==> src/rtl/spi_slave_fifo.sv <==
`timescale 1ns/1ps
`default_nettype none
// ============================================================================
// Module      : spi_slave_fifo
// Description : SPI slave exchanging fixed-length LSB-first frames with a host
//               master. Received words are queued in an RX FIFO (first-word
//               fall-through); transmit words are drawn from a TX FIFO through
//               a holding register that is sent once per frame.
// Ports       : clk, reset (async, active low)
//               SPI_SCK, SPI_SS, SPI_MOSI  - host SPI inputs (async to clk)
//               SPI_MISO                   - registered serial data out
//               wr_en, wr_data, wr_full    - TX FIFO write side
//               rd_valid, rd_ack, rd_data  - RX FIFO read side
//               rx_drop_count              - saturating count of dropped frames
// Options     : SPI_SLAVE_INIT_EN - adds an INIT state that needs an opcode
//               8'h01 frame before any data is accepted.
// Revision    : 1.0 - initial release
// ============================================================================
module spi_slave_fifo #(
    parameter int FRAME_BITS = 264,
    parameter int RX_WIDTH   = 32,
    parameter int TX_WIDTH   = 256,
    parameter int RX_DEPTH   = 4,
    parameter int TX_DEPTH   = 4
) (
    input  logic                clk,
    input  logic                reset,
    input  logic                SPI_SCK,
    input  logic                SPI_SS,
    input  logic                SPI_MOSI,
    output logic                SPI_MISO,
    input  logic                wr_en,
    input  logic [TX_WIDTH-1:0] wr_data,
    output logic                wr_full,
    output logic                rd_valid,
    input  logic                rd_ack,
    output logic [RX_WIDTH-1:0] rd_data,
    output logic [7:0]          rx_drop_count
);
    localparam int c_CNT_W = $clog2(FRAME_BITS + 1);
    localparam int c_RXA_W = $clog2(RX_DEPTH);
    localparam int c_TXA_W = $clog2(TX_DEPTH);
    localparam logic [c_CNT_W-1:0] c_LAST     = c_CNT_W'(FRAME_BITS - 1);
    localparam logic [c_CNT_W-1:0] c_RX_END   = c_CNT_W'(RX_WIDTH);
    localparam logic [c_CNT_W-1:0] c_STAT_RX  = c_CNT_W'(5);   // drives frame bit 6
    localparam logic [c_CNT_W-1:0] c_STAT_TX  = c_CNT_W'(6);   // drives frame bit 7
    localparam logic [c_CNT_W-1:0] c_DATA_LO  = c_CNT_W'(7);   // drives frame bit 8
    localparam logic [c_CNT_W-1:0] c_DATA_END = c_CNT_W'(7 + TX_WIDTH);
    localparam logic [c_RXA_W:0]   c_RX_FULL  = (c_RXA_W + 1)'(RX_DEPTH);
    localparam logic [c_TXA_W:0]   c_TX_FULL  = (c_TXA_W + 1)'(TX_DEPTH);

    // ---------------- input synchronisers and edge detect ----------------
    logic [2:0] r_sck_sync;
    logic [2:0] r_ss_sync;
    logic [1:0] r_mosi_sync;

    always_ff @(posedge clk or negedge reset) begin
        if (!reset) begin
            r_sck_sync  <= '0;
            r_ss_sync   <= '0;
            r_mosi_sync <= '0;
        end else begin
            r_sck_sync  <= {r_sck_sync[1:0], SPI_SCK};
            r_ss_sync   <= {r_ss_sync[1:0], SPI_SS};
            r_mosi_sync <= {r_mosi_sync[0], SPI_MOSI};
        end
    end

    logic w_sck_rise, w_ss_edge, w_mosi;
    assign w_sck_rise = r_sck_sync[1] & ~r_sck_sync[2];
    assign w_ss_edge  = r_ss_sync[1] ^ r_ss_sync[2];
    assign w_mosi     = r_mosi_sync[1];

    // ---------------- frame tracking ----------------
    logic [c_CNT_W-1:0]  r_bit_cnt;
    logic                r_miso, r_rx_ok, r_tx_ok;
    logic [RX_WIDTH-1:0] r_rx_sh;
    logic [TX_WIDTH-1:0] r_tx_sh;     // per-frame copy, so an abort keeps r_tx_data intact
    logic [TX_WIDTH-1:0] r_tx_data;
    logic                r_tx_loaded;
    logic                w_active;

    logic w_edge_ok, w_frame_start, w_frame_done, w_rx_shift, w_in_data;
    logic [RX_WIDTH-1:0] w_rx_word;
    assign w_edge_ok     = w_sck_rise & ~w_ss_edge;   // SS edge wins over a coincident SCK edge
    assign w_frame_start = w_edge_ok & (r_bit_cnt == '0);
    assign w_frame_done  = w_edge_ok & (r_bit_cnt == c_LAST);
    assign w_rx_shift    = w_edge_ok & (r_bit_cnt < c_RX_END);
    assign w_in_data     = (r_bit_cnt >= c_DATA_LO) && (r_bit_cnt < c_DATA_END);
    // Word as it will look after this edge's shift, so the push sees the final bit.
    assign w_rx_word     = w_rx_shift ? {w_mosi, r_rx_sh[RX_WIDTH-1:1]} : r_rx_sh;

    logic w_rx_full;

    always_ff @(posedge clk or negedge reset) begin
        if (!reset) begin
            r_bit_cnt <= '0;
            r_miso    <= 1'b0;
            r_rx_ok   <= 1'b0;
            r_tx_ok   <= 1'b0;
            r_rx_sh   <= '0;
            r_tx_sh   <= '0;
        end else if (w_ss_edge) begin
            r_bit_cnt <= '0;
            r_miso    <= 1'b0;
        end else if (w_sck_rise) begin
            r_bit_cnt <= (r_bit_cnt == c_LAST) ? '0 : r_bit_cnt + 1'b1;
            if (w_frame_start) begin
                r_rx_ok <= ~w_rx_full;
                r_tx_ok <= r_tx_loaded & w_active;
                r_tx_sh <= r_tx_data;
            end
            if (w_rx_shift)
                r_rx_sh <= w_rx_word;
            // MISO carries frame bit c+1 after the edge with bit_cnt == c
            if (r_bit_cnt == c_STAT_RX)
                r_miso <= r_rx_ok | ~w_active;
            else if (r_bit_cnt == c_STAT_TX)
                r_miso <= r_tx_ok;
            else if (w_in_data) begin
                r_miso  <= r_tx_ok & r_tx_sh[0];
                r_tx_sh <= r_tx_sh >> 1;
            end else
                r_miso <= 1'b0;
        end
    end

    assign SPI_MISO = r_miso;

    // ---------------- optional INIT gating ----------------
`ifdef SPI_SLAVE_INIT_EN
    typedef enum logic [0:0] {ST_INIT = 1'b0, ST_ACTIVE = 1'b1} state_t;
    state_t r_state;

    always_ff @(posedge clk or negedge reset) begin
        if (!reset)
            r_state <= ST_INIT;
        else if (r_state == ST_INIT && w_frame_done && w_rx_word[7:0] == 8'h01)
            r_state <= ST_ACTIVE;
    end

    assign w_active = (r_state == ST_ACTIVE);
`else
    assign w_active = 1'b1;
`endif

    // ---------------- RX FIFO ----------------
    logic [RX_WIDTH-1:0] r_rx_mem [RX_DEPTH];
    logic [c_RXA_W-1:0]  r_rx_wp, r_rx_rp;
    logic [c_RXA_W:0]    r_rx_cnt;
    logic                w_rx_push, w_rx_pop;

    assign w_rx_push = w_frame_done & r_rx_ok & w_active;
    assign w_rx_pop  = rd_ack & rd_valid;
    assign w_rx_full = (r_rx_cnt == c_RX_FULL);
    assign rd_valid  = (r_rx_cnt != '0);
    assign rd_data   = rd_valid ? r_rx_mem[r_rx_rp] : '0;

    always_ff @(posedge clk) begin
        if (w_rx_push)
            r_rx_mem[r_rx_wp] <= w_rx_word;
    end

    always_ff @(posedge clk or negedge reset) begin
        if (!reset) begin
            r_rx_wp       <= '0;
            r_rx_rp       <= '0;
            r_rx_cnt      <= '0;
            rx_drop_count <= '0;
        end else begin
            if (w_rx_push) r_rx_wp <= r_rx_wp + 1'b1;
            if (w_rx_pop)  r_rx_rp <= r_rx_rp + 1'b1;
            if (w_rx_push && !w_rx_pop)
                r_rx_cnt <= r_rx_cnt + 1'b1;
            else if (!w_rx_push && w_rx_pop)
                r_rx_cnt <= r_rx_cnt - 1'b1;
            if (w_frame_done && !r_rx_ok && rx_drop_count != 8'hFF)
                rx_drop_count <= rx_drop_count + 1'b1;
        end
    end

    // ---------------- TX FIFO and holding register ----------------
    logic [TX_WIDTH-1:0] r_tx_mem [TX_DEPTH];
    logic [c_TXA_W-1:0]  r_tx_wp, r_tx_rp;
    logic [c_TXA_W:0]    r_tx_cnt;
    logic                w_tx_push, w_tx_load;

    assign wr_full   = (r_tx_cnt == c_TX_FULL);
    assign w_tx_push = wr_en & ~wr_full;
    // Reload only between frames and never on the cycle a frame could start.
    assign w_tx_load = ~r_tx_loaded & (r_tx_cnt != '0) & (r_bit_cnt == '0) & ~w_sck_rise;

    always_ff @(posedge clk) begin
        if (w_tx_push)
            r_tx_mem[r_tx_wp] <= wr_data;
    end

    always_ff @(posedge clk or negedge reset) begin
        if (!reset) begin
            r_tx_wp     <= '0;
            r_tx_rp     <= '0;
            r_tx_cnt    <= '0;
            r_tx_loaded <= 1'b0;
            r_tx_data   <= '0;
        end else begin
            if (w_tx_push) r_tx_wp <= r_tx_wp + 1'b1;
            if (w_tx_load) r_tx_rp <= r_tx_rp + 1'b1;
            if (w_tx_push && !w_tx_load)
                r_tx_cnt <= r_tx_cnt + 1'b1;
            else if (!w_tx_push && w_tx_load)
                r_tx_cnt <= r_tx_cnt - 1'b1;
            if (w_tx_load) begin
                r_tx_loaded <= 1'b1;
                r_tx_data   <= r_tx_mem[r_tx_rp];
            end else if (w_frame_done && r_tx_ok)
                r_tx_loaded <= 1'b0;
        end
    end

endmodule
`default_nettype wire
==> config.mk <==
export PLATFORM = sky130hd
export DESIGN_NAME = spi_slave_fifo
export DESIGN_NICKNAME = d
export VERILOG_FILES = /design/src/rtl/spi_slave_fifo.sv
export SDC_FILE = /design/constraint.sdc
export NUM_CORES = 2
export LEC_CHECK = 0
export CAP_MARGIN = 10
export CORE_ASPECT_RATIO = 1.5
export CORE_MARGIN = 2
export CORE_UTILIZATION = 40
export CTS_BUF_LIST = sky130_fd_sc_hd__clkbuf_8
export CTS_CLUSTER_DIAMETER = 50
export DETAILED_ROUTE_END_ITERATION = 6
export DONT_BUFFER_PORTS = 1
export GPL_ROUTABILITY_DRIVEN = 0
export REMOVE_ABC_BUFFERS = 1
export SYNTH_ARGS = -nofsm -noshare
export SYNTH_HDL_FRONTEND = slang
export SYNTH_SLANG_ARGS = --single-unit
==> constraint.sdc <==
create_clock -name clk -period 9.2 [get_ports clk]
set_clock_uncertainty 0.05 [all_clocks]
set_input_delay 0.92 -clock clk [delete_from_list [all_inputs] [get_ports clk]]
set_output_delay 0.92 -clock clk [all_outputs]
set_load 0.05 [all_outputs]
==> out/metrics.cfg <==
[cells_and_area]
synthToLayoutAreaGrowth_pct=13.2
regArea_um2=49300
nets=4957
drive_gt1_share_pct=22.2
final_cell_area_um2=82700
multi_input_area_um2=21900
final_util_pct=45.4
fillerInstances=16100

[worst_setup_path]
worst-r2r-cell-count=7
rr_startpoint=r_ss_sync[2]
critical_path_class=flip-flop to flip-flop
r2r-end=r_tx_sh[137]
critPathCaptureType=flip-flop
critPathMaxFanout=186
cp.arrival_ps=4840
required_ps=9860
r2r_slack_ps=5020
worst_setup_path_start_kind=flip-flop

[cts]
clockRootBuffer=clkbuf_8
clk_pin_slew_ps=70
ctsLongestPathBuffers=4
cts_tree=done
cts-resized-gates=0
clk_latency_ps=950
numCtsBuffers=278
cts_sinks=1739
h-tree-depth=5

[global_routing]
track_usage_pct=18.6
antenna_found_initial=21
grt_pass1_wl_um=273000
busiest_layer=met2
grt_remaining_overflow=0
met3_usage_pct=3.46
met2_usage_pct=29.0
grt_max_degree=588
grt_pass1_vias=44100
met1_usage_pct=26.4

[placement]
portBuffers=0
detailed_place_hpwl_um=92200
placed_area_um2=74900

[drt]
vias=43000
drtIter0Drc=4149
drt_wl_total_um=176000
route.detailed.drc=0
antenna_left=0
detail_route.first_pass.iterations=6
drt-wirelength-per-cell_um=24.0
via_per_inst=5.86

[synth]
syn_area_um2=73100
netlist.area_leader.share_pct=47.3
ys_types=54
ys_ff_latch=1739
yosys_warnings=0
syn_avg_cell_area_um2=16.0
synth_flop_cell=edfxtp_1
async_flop_share_pct=33.8
yosys.area.top_type=edfxtp_1
synth_commonest_cells=1,152 x edfxtp_1, 587 x dfrtp_1, 373 x clkbuf_1
post-synth-top-count-cell=edfxtp_1
synthTopCellsByArea=edfxtp_1 47%, dfrtp_1 20%, mux4_2 8.9%
synth_edf_count=1152
ys_seq_area_share_pct=67.4
syn_inst=4559

[sta]
fin_crit_sh_pct=45.4
slew_headroom_pct=-5.27
fin_crit_ps=4180
tightest_slew_ps=1580
fmax_ghz=0.239
maxSlewViolCount=96
hold-worst-slack_ps=-65.5
rsz0062_at_grt=false
setup_violations=0
hold_viol_final=27

[job]
cap_violations=0

[die]
initial_core_util_pct=40.1
dieArea_um2=186000
ios=306
row_count=192
core_area_um2=182000
die_h_um=528
die_w_um=353

[pwr]
p_per_area_nw_per_um2=276
vdd_ir_drop_max_v=0.000216
p_leak_nw=27.5
power_w=0.0228

[status]
status=finished with violations
failed_checks=negative hold slack, max-slew violations

[hold_path]
hp-class=primary input to asynchronous set/reset pin

[cell type report]
type / instances / area share, %
well taps: 2425 / 3.67
clock inverters: 194 / 1.21
multi-input cells: 2328 / 26.5
clock buffers: 303 / 5.04
flip-flops and latches: 1739 / 59.6
repair buffers: 319 / 3.97
inverters: 11 / 0.0499
diodes: 14 / 0.0423
[power breakdown]
part           internal (W)  switching [W]
Combinational       0.00248        0.00253
Sequential           0.0105        0.00106
Clock               0.00313        0.00310
Total                0.0162        0.00669
[metrics by stage]
stage | setup TNS (ps) | instances | setup WS (ps)
6_report | 0 | 7333 | 5020
3_3_place_gp | 0 | 6564 | 5080
5_1_grt | 0 | 7329 | 4820
4_1_cts | 0 | 7314 | 4990
3_5_place_dp | 0 | 6565 | 5050
2_1_floorplan | -8611620 | 4078 | -19620
[worst max-delay path, stage by stage (launching register included)]
cell,delay [ps]
dfrtp_1,470
xnor2_2,170
buf_4,680
nand4_1,330
buf_12,320
buf_4,760
nor3_1,440
a211oi_1,100
[routing by layer]
| layer | vias up | routed length (um) |
|---|---|---|
| met3 | 284 | 10600 |
| met4 | 12 | 4170 |
| li1 | 18800 | - |
| met5 | - | 88 |
| met1 | 22400 | 77400 |
| met2 | 1493 | 84100 |
[cell families (layout without fill, tap and decap cells)]
| group | Yosys count | in the layout | share of synthesized area (%) |
|---|---|---|---|
| DFF | 1739 | 1739 | 67.4 |
| buffers and inverters | 492 | 827 | 2.77 |
| muxes | 615 | 615 | 13.9 |
| and+or+nand+nor | 878 | 878 | 8.31 |
| xor gates and xnor gates | 24 | 24 | 0.288 |
| AOI/OAI and AO/OA | 794 | 794 | 6.97 |
| adders and majority gates | 17 | 17 | 0.312 |
| other | 0 | 14 | 0 |
[placed cells by master (no fill, tap or decap), types with 4 or more instances in the layout]
master         synthesis  layout
a31oi_1                5       5
mux4_2               288     288
and2_4                 0       4
a211oi_2              20      20
clkinv_1               0      39
mux2_2               326     326
clkinvlp_4             0       9
a211oi_1             234     234
nand4b_1             255     255
buf_4                 21      48
and2_2                 0       4
nor2_1                 9       9
nand3_1               10       8
inv_6                  0       9
nand4_1                6       6
and3_1                 4       4
o22ai_1              255     255
nor3_1               261     261
inv_8                  0       6
or4_1                255     255
edfxtp_1            1152    1152
and2_1                41      33
dfrtp_1              587     582
nand2_1               16      16
clkbuf_8               0     303
clkinv_8               0       4
o21ai_0                7       7
ha_1                  15      15
diode_2                0      14
or3_1                  5       4
inv_1                 11     110
buf_12                 0      14
buf_16                 0       4
clkinv_2               0      23
dlygate4sd3_1          0     253
a21oi_1              257     257
xnor2_1               13      12
xor2_1                11      10
[flip-flops by register name (all words and copies together), names as in the netlist, 3 cells and up]
name           count
r_sck_sync         3
r_bit_cnt          9
rx_drop_count      8
r_tx_mem        1024
r_tx_cnt           3
r_rx_mem         128
r_tx_sh          256
r_ss_sync          3
r_tx_data        256
r_rx_cnt           3
r_rx_sh           32
[worst max path at each step]
stage	from	end	slack, ps	cells past startpoint
global route	r_bit_cnt[8]	r_tx_data[90]	4820	6
finish	r_ss_sync[2]	r_tx_sh[137]	5020	7
floorplan	r_bit_cnt[8]	r_tx_cnt[2]	-19620	8
CTS	r_rx_rp[0]	rd_data[0]	4990	3
global placement	wr_en	r_tx_mem[2][108]	5080	4
detailed placement	wr_en	r_tx_mem[3][66]	5050	4
[repair_timing]
action                                   CTS  global route
buffers inserted                           0             0
hold buffers                             252             2
endpoints found under the setup margin     0             0
endpoints found under the hold margin   1554            89
No activity file was read; power rests on OpenSTA's default activity.
